[src/rtl/spi_slave_core.sv]
// spi_slave_core: oversampled SPI slave with any CPOL/CPHA, configurable width/bit order and TX holding register
module spi_slave_core #(
  parameter int DATA_WIDTH  = 8,
  parameter int CPOL        = 0,
  parameter int CPHA        = 0,
  parameter int MSB_FIRST   = 1,
  parameter int SYNC_STAGES = 2
) (
  input  logic                  Clk,
  input  logic                  aRst_n,
  input  logic                  SCK,
  input  logic                  CS,
  input  logic                  MOSI,
  output logic                  MISO,
  output logic                  MISO_OE,
  input  logic [DATA_WIDTH-1:0] TXData,
  input  logic                  TXValid,
  output logic                  TXReady,
  output logic [DATA_WIDTH-1:0] RXData,
  output logic                  RXAck,
  output logic                  TXUnderrun,
  output logic                  Abort
);
  localparam int CW = $clog2(DATA_WIDTH);
  localparam logic POL = CPOL != 0;
  typedef enum logic [1:0] {IDLE, LOAD, SHIFT} state_t;
  state_t state, state_nx;
  logic [SYNC_STAGES-1:0] sck_s, cs_s, mosi_s;
  logic sck_q, cs_q, samp_p, shft_p, mosi_p, rise_p, fresh, hold_full;
  logic [DATA_WIDTH-1:0] hold, sh, rx, rx_nx;
  logic [CW-1:0] cnt;
  logic sck_c, cs_c, act, lead, trail, fall, rise, samp, shft, wrap, load, accept;
  always_ff @(posedge Clk or negedge aRst_n) begin
    if (!aRst_n) begin
      sck_s  <= {SYNC_STAGES{POL}};
      cs_s   <= '1;
      mosi_s <= '0;
      sck_q  <= POL;
      cs_q   <= 1'b1;
      samp_p <= 1'b0;
      shft_p <= 1'b0;
      mosi_p <= 1'b0;
      rise_p <= 1'b0;
    end else begin
      sck_s  <= {sck_s[SYNC_STAGES-2:0], SCK};
      cs_s   <= {cs_s[SYNC_STAGES-2:0], CS};
      mosi_s <= {mosi_s[SYNC_STAGES-2:0], MOSI};
      sck_q  <= sck_c;
      cs_q   <= cs_c;
      samp_p <= CPHA != 0 ? trail : lead;
      shft_p <= CPHA != 0 ? lead : trail;
      mosi_p <= mosi_s[SYNC_STAGES-1];
      rise_p <= rise;
    end
  end
  // SCK edges count only once CS has been low for two synced samples, so an edge coinciding with the CS fall is dropped
  always_comb begin
    sck_c    = sck_s[SYNC_STAGES-1];
    cs_c     = cs_s[SYNC_STAGES-1];
    act      = !cs_q && !cs_c;
    lead     = act && sck_q == POL && sck_c != POL;
    trail    = act && sck_q != POL && sck_c == POL;
    fall     = cs_q && !cs_c;
    rise     = !cs_q && cs_c;
    samp     = state == SHIFT && samp_p;
    shft     = state == SHIFT && shft_p;
    wrap     = samp && cnt == CW'(DATA_WIDTH - 1);
    load     = (state == IDLE && fall && !rise_p) || (shft && cnt == '0 && !fresh);
    accept   = TXValid && !hold_full;
    rx_nx    = MSB_FIRST != 0 ? {rx[DATA_WIDTH-2:0], mosi_p} : {mosi_p, rx[DATA_WIDTH-1:1]};
    state_nx = rise_p ? IDLE : state == IDLE && fall ? LOAD : state == LOAD ? SHIFT : state;
  end
  always_ff @(posedge Clk or negedge aRst_n) begin
    if (!aRst_n) begin
      state      <= IDLE;
      cnt        <= '0;
      sh         <= '0;
      rx         <= '0;
      hold       <= '0;
      hold_full  <= 1'b0;
      fresh      <= 1'b0;
      RXData     <= '0;
      RXAck      <= 1'b0;
      TXUnderrun <= 1'b0;
      Abort      <= 1'b0;
    end else begin
      state      <= state_nx;
      RXAck      <= wrap;
      TXUnderrun <= load && !hold_full;
      Abort      <= rise_p && state != IDLE && cnt != '0;
      hold_full  <= accept || (hold_full && !load);
      if (accept) hold <= TXData;
      if (samp) begin
        rx  <= rx_nx;
        cnt <= wrap ? '0 : cnt + 1'b1;
      end
      if (wrap) RXData <= rx_nx;
      // with CPHA=1 the first leading edge only exposes bit 0 already loaded at frame start
      if (rise_p) begin
        cnt   <= '0;
        sh    <= '0;
        fresh <= 1'b0;
      end else if (load) begin
        sh    <= hold_full ? hold : '0;
        fresh <= state == IDLE && CPHA != 0;
      end else if (shft && fresh) fresh <= 1'b0;
      else if (shft) sh <= MSB_FIRST != 0 ? sh << 1 : sh >> 1;
    end
  end
  assign MISO    = state != IDLE && (MSB_FIRST != 0 ? sh[DATA_WIDTH-1] : sh[0]);
  assign MISO_OE = state != IDLE;
  assign TXReady = !hold_full;
endmodule

[config.mk]
export PLATFORM = sky130hd
export DESIGN_NAME = spi_slave_core
export DESIGN_NICKNAME = d
export VERILOG_FILES = /design/src/rtl/spi_slave_core.sv
export SDC_FILE = /design/constraint.sdc
export NUM_CORES = 1
export LEC_CHECK = 0
export CAP_MARGIN = 20
export CORE_ASPECT_RATIO = 1.1
export CORE_MARGIN = 1.5
export CORE_UTILIZATION = 50
export CTS_CLUSTER_DIAMETER = 50
export CTS_CLUSTER_SIZE = 20
export DETAILED_ROUTE_END_ITERATION = 10
export PLACE_DENSITY = 0.74
export SYNTH_ARGS = -nofsm -noshare
export SYNTH_HDL_FRONTEND = slang
export SYNTH_SLANG_ARGS = --single-unit
[constraint.sdc]
create_clock -name Clk -period 2.1 [get_ports Clk]
set_input_delay 0.21 -clock Clk [delete_from_list [all_inputs] [get_ports Clk]]
set_output_delay 0.21 -clock Clk [all_outputs]
set_load 0.005 [all_outputs]
# ---- Word level (Yosys, flattened, before mapping)
# Cells that the tools add are included.
dict set report totals {
  output_inout_bits 14
  reg_bits 53
}
dict set report classes {
  n_mux 14
  n_bitwise 2
  n_reduce_logical 38
  n_eq_ne 4
  add_sub_neg 1
}
# cell n
set ops {}
lappend ops {{$mux 8} 5}
lappend ops {{$logic_and 1x1->1} 21}
lappend ops {{$reduce_bool 3->1} 4}
lappend ops {{$mux 3} 3}
lappend ops {{$logic_not 1->1} 6}
lappend ops {{$mux 2} 3}
lappend ops {{$reduce_bool 2->1} 2}
lappend ops {{$add 3x1->3 const B} 1}
lappend ops {{$eq 3x3->1 const B} 1}
lappend ops {{$logic_not 3->1} 1}
lappend ops {{$mux 1} 3}
lappend ops {{$ne 3x3->1 const B} 1}
lappend ops {{$eq 2x1->1 const B} 1}
lappend ops {{$eq 2x2->1 const B} 1}
lappend ops {{$logic_not 2->1} 1}
lappend ops {{$logic_or 1x1->1} 2}
lappend ops {{$not 1->1} 2}
lappend ops {{$reduce_and 2->1} 1}

# ---- Longest topological paths before layout
# Gate-level depths: netlist of run 1.
dict set report depth {
  ltp_word 8
  depth_mapped 6
  mapped_depth_nobuf 6
}

# ---- Least setup slack after synthesis of run 1
# No wires, ideal clock.
dict set report synth_timing {
  path_type {flip-flop to flip-flop}
  startpoint {register cs_q}
  endpoint {register hold_full}
  stages_incl_launch_ff 5
  slack_ps 539
  arrival_ps 1443
  setup_ps 118
  n_path_buf 0
  period_less_slack_ps 1561
  path_cell_list {dfstp_2 -> or4b_4 -> o21ai_4 -> nand2b_1 -> a21o_1}
}
dict set report synth_via {
  elab_chain_len 7
}
# item line
set synth_rtl {}
lappend synth_rtl {{start: declaration} 29} ;# logic sck_q, cs_q, samp_p, shft_p, mosi_p, rise_p, fresh, hold_full;
lappend synth_rtl {{start signal: assignment} 49} ;# cs_q <= cs_c;
lappend synth_rtl {{$logic_and 1x1->1} 63} ;# fall = cs_q && !cs_c;
lappend synth_rtl {{$logic_and 1x1->1 (2 in a row)} 68} ;# load = (state == IDLE && fall && !rise_p) || (shft && cnt == '0 && !fresh);
lappend synth_rtl {{$logic_or 1x1->1} 68}
lappend synth_rtl {{$logic_not 1->1} 91} ;# hold_full <= accept || (hold_full && !load);
lappend synth_rtl {{$logic_and 1x1->1} 91}
lappend synth_rtl {{$logic_or 1x1->1} 91}
lappend synth_rtl {{end signal: assignment} 91}
lappend synth_rtl {{end: declaration} 29}
# No other way between the ends.
# A chain may end at the register's enable or synchronous reset.

# ---- Final worst setup path of run 1
dict set report layout_timing {
  startpoint {register state[0]}
  endpoint {output port MISO}
}
dict set report layout_via {
  elab_chain_len 2
}
# item line
set layout_rtl {}
lappend layout_rtl {{start: declaration} 27} ;# state_t state, state_nx;
lappend layout_rtl {{start signal: assignment} 87} ;# state <= state_nx;
lappend layout_rtl {{$reduce_bool 2->1} 110} ;# assign MISO = state != IDLE && (MSB_FIRST != 0 ? sh[DATA_WIDTH-1] : sh[0]);
lappend layout_rtl {{$logic_and 1x1->1} 110}
lappend layout_rtl {{end: declaration} 14} ;# output logic MISO,
# No other way between the ends.

==> results of run 1 <==
-- cell usage after synthesis --
master | count | area (um2)
a21o_1 | 1 | 7.51
mux2_2 | 16 | 180
mux2i_1 | 7 | 70.1
dfstp_2 | 3 | 78.8
clkinv_1 | 1 | 3.75
and2_1 | 8 | 50.1
nor2b_1 | 3 | 18.8
o21ai_4 | 1 | 16.3
clkbuf_1 | 3 | 11.3
nor3_1 | 1 | 5.00
ha_1 | 3 | 37.5
a21oi_1 | 4 | 20.0
or3b_1 | 1 | 8.76
nand2_1 | 25 | 93.8
nand2_2 | 1 | 6.26
dfrtp_1 | 49 | 1230
inv_1 | 4 | 15.0
nor3b_1 | 1 | 7.51
nor2_1 | 5 | 18.8
or2_2 | 1 | 6.26
and3_1 | 1 | 6.26
o21a_1 | 1 | 7.51
nand2b_1 | 3 | 18.8
nand3b_1 | 2 | 15.0
o2bb2ai_1 | 8 | 70.1
nor4b_1 | 2 | 17.5
or4b_4 | 1 | 13.8
buf_6 | 1 | 11.3
-- worst register-to-register path, delay by kind of cell (launching register included) --
family	cells	cell delay [ps]
flops	1	560
simple gates	1	480
mux	1	260
compound gates	2	250
-- cells by family (layout without fill, tap and decap cells) --
kind of cell	after synthesis	after routing	share of synthesized area, %
AOI/OAI and AO/OA	15	15	5.94
buffers and inverters	9	43	2.02
and+or+nand+nor	55	55	14.0
adders and majority gates	3	3	1.84
muxes	23	23	12.3
DFF	52	52	63.9
-- registers in the layout (all words and copies together), names as in the netlist, 2 cells and up --
| register | flops |
|---|---|
| sh | 8 |
| hold | 8 |
| state | 2 |
| cs_s | 2 |
| cnt | 3 |
| sck_s | 2 |
| mosi_s | 2 |
| rx | 7 |
| RXData | 8 |
-- per-stage QoR --
stage                     instance area, um2  power [mW]  setup slack (ps)
after floorplan                         2040        1.50               539
after global placement                  2370        1.62               499
after detailed placement                2370        1.65               439
after CTS                               2480        2.31               187
after global routing                    2480        2.42               151
final                                   2480        2.28               205
-- worst paths after layout --
check | end | cells past startpoint | slack [ps] | startpoint
worst max-delay path | MISO | 3 | 200 | state[0]$_DFFE_PN0P_
worst min-delay path | state[1]$_DFFE_PN0P_ | 2 | 3 | aRst_n
worst max register to register | sh[2]$_DFFE_PN0P_ | 4 | 430 | cs_q$_DFF_PN1_
worst min register to register | mosi_s[1]$_DFF_PN0_ | 0 | 350 | mosi_s[0]$_DFF_PN0_
max in group asynchronous | RXData[6]$_DFFE_PN0P_ | 2 | 1690 | aRst_n
min in group Clk | cs_s[0]$_DFF_PN1_ | 1 | 300 | CS
-- metal layers --
layer  track usage (%)  up-vias  wire, um
li1                  -      600         -
met1              20.0      617      1360
met2              27.1       28      1640
met3              4.83        5       115
met4              6.52        0        57
met5                 0        -         0
-- final cells by class --
class	instances	area (um2)
Clock buffer	6	72.6
Clock inverter	2	35.0
Fill cell	308	1450
Inverter	5	18.8
Multi-Input combinational cell	96	696
Sequential cell	52	1310
Tap cell	52	65.1
Timing Repair Buffer	30	288
-- power by group through the flow --
stage          sequential [mW]  clock, mW  combinational, mW
6_report                  1.24      0.663              0.378
2_1_floorplan             1.21          0              0.282
3_5_place_dp              1.26          0              0.383
5_1_grt                   1.26      0.734              0.418
4_1_cts                   1.24      0.680              0.384
3_3_place_gp              1.25          0              0.370
==> results.md, run 1 <==
- Outcome: finished clean
- Starting Density: 51.9%
- Highest-delay cell along the critical path: dfrtp_1
- Net Sw Power: 0.558 mW
- Most frequent standard cell in the layout excluding fill and tap cells: dfrtp_1
- Drt first pass iters: 4
- Final RePlAce weighted congestion: 0.715
- Syn_area_per_cell: 13.0 um2
- Total negative slack: 0 ps
- Antenna violations before repair: 0
- Final setup vio count: 0
- Worst supply voltage drop on vdd: 0.000490 V
- Highest clock rate: 0.528 GHz
- Synth-to-Final Area Change: 21.4%
- Peak per-stage delay on the critical path: 440 ps
- Vias in the first global route: 1257
- Total number of placement rows: 24
- Height of the die: 70.0 um
- Count of buffers from port buffering: 27
- Combined buffer and inverter count along the critical path: 1
- Classification of the worst-slack hold path: in -> async
- Worst Max-Slew Pin Slew: 611 ps
- Number of buffers inserted by hold repair at cts: 0
- TritonCTS clock tree: yes
- Syn nets: 174
- Non-filler instance count after layout: 243
- Gate count of the mapped netlist: 157
- WHS: 3.49 ps
- Number of distinct standard cells referenced by the synthesized netlist: 28
- Number of hold violations in the final report: 0
- Routed wirelength normalized by instance count: 13.0 um
- Post-DP HPWL: 2220 um
- Static leakage: 1.15 nW
- Area of the mapped netlist: 2040 um2
- Dpl cells: 235
- Crit path arrival time: 1690 ps
- Combinational fraction of design power: 16.6%
- Total global routing overflow: 0
- Number of vias per cell after detailed routing: 5.14
- Required @ worst endpoint: 1890 ps
- Ordered cell list for the critical path: or2_2 > and2_1 > clkdlybuf4s50_1
- Most frequent cells in the layout: dfrtp_1, clkdlybuf4s50_1, nand2_1, mux2_2
- Floorplan die area: 4480 um2
- # H-tree levels: 2
- Post-route clock period utilization: 90.3%
- Number of top-level pins: 28
- Internal power consumption: 1.73 mW
- Sequential cell area fraction in the yosys report: 63.9%
- Sequential share of power: 54.4%
- Crit end category: output pin
- Wire length after detailed routing: 3170 um
- Switching portion of total power: 24.4%
- Setup fix buffers added after clock tree synthesis: 0
- Number of nets in the finished design: 207
- Clock edge transition at the registers on the reported setup and hold paths: 90 ps
- Max_slew headroom: 59.3%
- Number of vias after detailed routing: 1250
- Setup repair after global routing missed its margin: no
- Placeable core area: 3930 um2
- Pin count of the biggest net entering global routing: 53
- Largest delay share family, worst path: simple AND/OR/NAND/NOR gates
- Power per cell area: 921 nW/um2
- Proportion of layout cells with a drive suffix above 1: 17.8%
- Path type of the worst setup path: reg -> out
- Yosys warnings: 0
- Count of routing violations after the opening detailed-route iteration: 56
- Share of power burned in the clock network: 29.0%
- Highest fanout seen on the critical path: 6
- Critical path startpoint category: flop
- Count of inserted antenna diode cells: 0
- Antenna viol nets, final: 0
- Total track usage: 16.4%
- Period minus WS final: 1900 ps
- CTS Buf Count: 5
- Max Buffers Root-to-Sink: 2
- Number of instances resized during post-cts repair: 0
- DRC violation count after routing: 0
- Die width: 63.9 um
- Worst clock skew: 5.30 ps
- Final core utilization: 63.0%
- Number of sinks on the clock net: 52
- Clock latency reported for the late side of the worst-skew pair: 310 ps
- Wire length of the first global-routing pass: 5640 um
- Pins over their slew limit: 0
- MaxCap Viol Count: 0
- Root cell of the clock tree: clkbuf_8
- Seq cells post-synth: 52
No activity file was read; power rests on OpenSTA's default activity.
==> run 2, diff against run 1 <==
Clock period 2.1 ns to 1.9 ns, I/O delays scaled along.
==> run 2 against run 1 <==
Effect of this change:
- non-clock buffer count increased by 7
- sequential share of layout area decreased by 1.5 points
- cell area increased by 3.0%
- global-route usage increased by 1.7 points
- cell count increased by 2.9%
- critical endpoint unchanged
- largest cell class unchanged
==> results.md, run 2 (same netlist as run 1, synthesis figures left out) <==
- Path type of the worst setup path: reg -> out
- Net Sw Power: 0.640 mW
- Pin count of the biggest net entering global routing: 21
- Worst Max-Slew Pin Slew: 546 ps
- Setup repair after global routing missed its margin: no
- Switching portion of total power: 24.2%
- Total track usage: 18.0%
- Classification of the worst-slack hold path: in -> reg
- Wire length of the first global-routing pass: 6150 um
- Static leakage: 1.19 nW
- Routed wirelength normalized by instance count: 14.3 um
- Drt first pass iters: 4
- Period minus WS final: 1840 ps
- Crit end category: output pin
- Share of power burned in the clock network: 30.8%
- Number of sinks on the clock net: 52
- Highest clock rate: 0.544 GHz
- Proportion of layout cells with a drive suffix above 1: 21.2%
- Synth-to-Final Area Change: 25.1%
- Total global routing overflow: 0
- Number of nets in the finished design: 214
- Final RePlAce weighted congestion: 0.710
- Final setup vio count: 0
- Worst min-delay path startpoint: CS
- Reg2Reg Capture Point: hold_full$_DFF_PN0_
- Max Buffers Root-to-Sink: 2
- Crit path arrival time: 1650 ps
- Internal power consumption: 2.00 mW
- Total number of placement rows: 24
- Height of the die: 70.0 um
- Max_slew headroom: 63.5%
- Count of routing violations after the opening detailed-route iteration: 55
- Worst supply voltage drop on vdd: 0.000532 V
- Most frequent cells in the layout: dfrtp_1, clkdlybuf4s50_1, nand2_1, mux2_2, buf_4
- Number of hold violations in the final report: 0
- Required @ worst endpoint: 1710 ps
- Number of vias per cell after detailed routing: 5.19
- Outcome: finished clean
- Count of buffers from port buffering: 27
- Wire length after detailed routing: 3580 um
- Root cell of the clock tree: clkbuf_8
- Most frequent standard cell in the layout excluding fill and tap cells: dfrtp_1
- # H-tree levels: 2
- Power per cell area: 1030 nW/um2
- Clock edge transition at the registers on the reported setup and hold paths: 90 ps
- Antenna viol nets, final: 0
- Pins over their slew limit: 0
- Floorplan die area: 4480 um2
- Biggest registers after layout: RXData (8), hold (8), sh (8)
- Die width: 63.9 um
- Starting Density: 51.9%
- Clock latency reported for the late side of the worst-skew pair: 300 ps
- Critical path startpoint category: flop
- Post-route clock period utilization: 96.7%
- Number of vias after detailed routing: 1297
- Antenna violations before repair: 0
- CTS Buf Count: 5
- DRC violation count after routing: 0
- Sequential share of power: 51.9%
- TritonCTS clock tree: yes
- Count of cells along the worst register-to-register path: 5
- Final core utilization: 64.9%
- Worst clock skew: 7.39 ps
- Highest fanout seen on the critical path: 4
- Count of inserted antenna diode cells: 0
- Combinational fraction of design power: 17.3%
- Worst hold endpoint: cs_s[0]$_DFF_PN1_
- Total negative slack: 0 ps
- Worst hold path stage count: 1
- Vias in the first global route: 1315
- WHS: 291 ps
- MaxCap Viol Count: 0
- Post-DP HPWL: 2510 um
- Number of top-level pins: 28
- Placeable core area: 3930 um2
- RR Startpoint: state[1]$_DFFE_PN0P_
- Register-to-register setup slack: 170 ps
[run 2: changes by cell type in the layout (fill, tap and decap cells not counted), sizes merged]
| cell | delta |
|---|---|
| dlygate4sd3 | +1 |
| buf | +6 |
| clkbuf | +1 |
| clkinv | -1 |
[run 2: worst max-delay path: stages, from the launching register on]
cell and delay (ps):
dfrtp_2 440, or2_2 310, and2_1 170, clkdlybuf4s50_1 430
[run 2: worst max path at each step]
stage	start	end	slack, ps
after floorplan	cs_q$_DFF_PN1_	hold_full$_DFF_PN0_	340
after global placement	cs_q$_DFF_PN1_	hold_full$_DFF_PN0_	300
after detailed placement	cs_q$_DFF_PN1_	hold_full$_DFF_PN0_	250
after CTS	state[0]$_DFFE_PN0P_	MISO	20
after global routing	state[0]$_DFFE_PN0P_	MISO	2
final	state[1]$_DFFE_PN0P_	MISO	60
[run 2: layout make-up]
cell class	instances	area, um2
Clock buffer	7	96.3
Tap cell	52	65.1
Multi-Input combinational cell	96	696
Fill cell	289	1380
Inverter	5	18.8
Clock inverter	1	30.0
Timing Repair Buffer	37	343
Sequential cell	52	1310
[run 2: power groups by stage]
stage / Clock, mW / Combinational, mW / Sequential [mW]
floorplan: 0 / 0.312 / 1.34
global placement: 0 / 0.414 / 1.38
detailed placement: 0 / 0.436 / 1.40
CTS: 0.831 / 0.442 / 1.37
global route: 0.880 / 0.506 / 1.39
finish: 0.814 / 0.458 / 1.37
[run 2: metrics by stage]
step                instance area [um2]  total power [mW]  setup WS (ps)  cells
finish                             2550              2.64           62.6    250
global placement                   2390              1.80            298    238
CTS                                2530              2.65           17.9    247
floorplan                          2040              1.65            339    157
global route                       2550              2.78           2.31    250
detailed placement                 2390              1.83            252    238
[run 2: per-layer routing]
metal  GRT usage, %  up-vias  routed length, um
met2           30.3       36               1860
li1               -      611                  -
met1           21.9      645               1520
met5              0        -                  0
met3           5.15        5                162
met4           6.52        0                 45
[run 2: repair_timing]
action | in CTS | in global routing
setup endpoints to repair | 0 | 1
gates resized for setup | 0 | 1
buffers inserted | 0 | 3
hold endpoints to repair | 14 | 0
hold buffers | 1 | 0
==> run 3, diff against run 2 <==
Settings changed: CORE_UTILIZATION 50 to 33, DONT_BUFFER_PORTS set to 1, PLACE_DENSITY 0.74 to unset.
==> run 3 against run 2 <==
Effect of this change:
- setup slack better by 180 ps
- maximum frequency up 11%
- sequential cell count unchanged
- largest power group unchanged
- cell count down 1.2%
- critical path type is now reg -> reg
- global-route usage down 6.7 points
- highest routed layer unchanged
- core utilization down 26 points
==> results.md, run 3 (same netlist as run 1, synthesis figures left out) <==
- Crit path arrival time: 1850 ps
- Number of sinks on the clock net: 52
- Max Buffers Root-to-Sink: 2
- Post-DP HPWL: 2340 um
- Biggest registers after layout: RXData (8), hold (8), sh (8)
- Power per cell area: 1040 nW/um2
- DRC violation count after routing: 0
- Setup repair after global routing missed its margin: no
- Period minus WS final: 1660 ps
- Ordered cell list for the critical path: or4b_4 > o21ai_4 > nand2b_1 > a21o_1
- Wire length after detailed routing: 3340 um
- Height of the die: 85.5 um
- Crit end category: flop
- Vias in the first global route: 1242
- Proportion of layout cells with a drive suffix above 1: 21.2%
- Die width: 78 um
- Overall Power: 2.40 mW
- Count of buffers from port buffering: 0
- Total negative slack: 0 ps
- Clock edge transition at the registers on the reported setup and hold paths: 80 ps
- Worst supply voltage drop on vdd: 0.000495 V
- Drt first pass iters: 4
- Total track usage: 11.3%
- Total number of placement rows: 29
- Classification of the worst-slack hold path: in -> reg
- Most frequent standard cell in the layout excluding fill and tap cells: dfrtp_1
- Pin count of the biggest net entering global routing: 53
- Root cell of the clock tree: clkbuf_8
- Most frequent cells in the layout: dfrtp_1, nand2_1, mux2_2, and2_1, o2bb2ai_1
- Clock latency reported for the late side of the worst-skew pair: 300 ps
- Number of instances resized during post-cts repair: 0
- Required @ worst endpoint: 2100 ps
- Count of inserted antenna diode cells: 0
- Worst Max-Slew Pin Slew: 541 ps
- Number of vias after detailed routing: 1161
- Total global routing overflow: 0
- Highest clock rate: 0.603 GHz
- Highest fanout seen on the critical path: 8
- Routed wirelength normalized by instance count: 13.5 um
- # H-tree levels: 2
- Peak per-stage delay on the critical path: 560 ps
- Setup fix buffers added after clock tree synthesis: 0
- Placeable core area: 5880 um2
- Count of routing violations after the opening detailed-route iteration: 51
- Number of top-level pins: 28
- Worst clock skew: 6.68 ps
- Post-route clock period utilization: 87.2%
- Critical path startpoint category: flop
- Number of vias per cell after detailed routing: 4.70
- Max_slew headroom: 63.8%
- Starting Density: 34.7%
- Pins over their slew limit: 0
- Synth-to-Final Area Change: 13.1%
- Final RePlAce weighted congestion: 0.715
- Final setup vio count: 0
- MaxCap Viol Count: 0
- Static leakage: 1.08 nW
- Number of hold violations in the final report: 0
- Path type of the worst setup path: reg -> reg
- Highest-delay cell along the critical path: dfstp_2
- Antenna violations before repair: 0
- Wire length of the first global-routing pass: 5810 um
- Outcome: finished clean
- Number of nets in the finished design: 186
- Fill cell count: 570
- CTS Buf Count: 5
- Floorplan die area: 6670 um2
- Antenna viol nets, final: 0
- TritonCTS clock tree: yes
## run 3: changes by cell type in the layout (fill, tap and decap cells not counted)
cell / change
dfrtp_1: +1
buf_4: -5
clkdlybuf4s50_1: -26
buf_2: -1
clkbuf_8: -1
bufinv_16: -1
inv_6: +1
clkinv_2: +1
buf_16: +1
dfrtp_2: -1
dlygate4sd3_1: +3
## run 3: layer usage
layer | vias to the layer above | track usage [%] | share of wire, %
li1 | 559 | - | -
met1 | 572 | 13.9 | 45
met2 | 25 | 17.7 | 48
met3 | 5 | 3.51 | 4.6
met4 | 0 | 6.33 | 2.4
met5 | - | 0 | 0
## run 3: final cells by class
cell class | count | area, um2 | area share (%)
inverters | 5 | 18.8 | 0.813
multi-input cells | 96 | 696 | 30.1
flip-flops and latches | 52 | 1310 | 56.5
repair buffers | 9 | 97.6 | 4.23
well taps | 77 | 96.3 | 4.17
clock buffers | 6 | 82.6 | 3.58
clock inverters | 2 | 13.8 | 0.596
## run 3: path summary, 6_finish.rpt
check / from / endpoint / slack, ps / cells past startpoint
min: TXData[0] / hold[0]$_DFFE_PN0P_ / 40 / 1
max in group asynchronous: aRst_n / cs_q$_DFF_PN1_ / 1210 / 2
min reg2reg: mosi_s[1]$_DFF_PN0_ / mosi_p$_DFF_PN0_ / 350 / 0
max: cs_q$_DFF_PN1_ / hold_full$_DFF_PN0_ / 240 / 4
min in group asynchronous: aRst_n / rx[2]$_DFFE_PN0P_ / 400 / 2
max reg2reg: cs_q$_DFF_PN1_ / hold_full$_DFF_PN0_ / 240 / 4
## run 3: repair_timing
action                     in CTS  in global routing
hold buffers                    5                  0
hold endpoints to repair       55                  0
setup endpoints to repair       0                  0
## run 3: critical path, delay by kind of cell, from the launching register on
kind	cells	cell delay, ps
and+or+nand+nor	2	640
AOI/OAI and AO/OA	2	360
DFF	1	560
## run 3: through the flow
| stage | cells | setup WS (ps) | hold slack, ps | instance area [um2] | utilization [%] |
|---|---|---|---|---|---|
| 2_1_floorplan | 157 | 339 | -106 | 2040 | - |
| 3_3_place_gp | 234 | 290 | -104 | 2150 | 36.5 |
| 3_5_place_dp | 234 | 254 | -104 | 2150 | 36.5 |
| 4_1_cts | 247 | 238 | 21.9 | 2310 | 39.3 |
| 5_1_grt | 247 | 106 | 11.0 | 2310 | 39.3 |
| 6_report | 247 | 243 | 37.1 | 2310 | 39.3 |
## run 3: power breakdown
part / internal, mW / switching, mW / total, mW
sequential: 1.26 / 0.109 / 1.37
combinational: 0.213 / 0.172 / 0.385
clock: 0.298 / 0.348 / 0.646
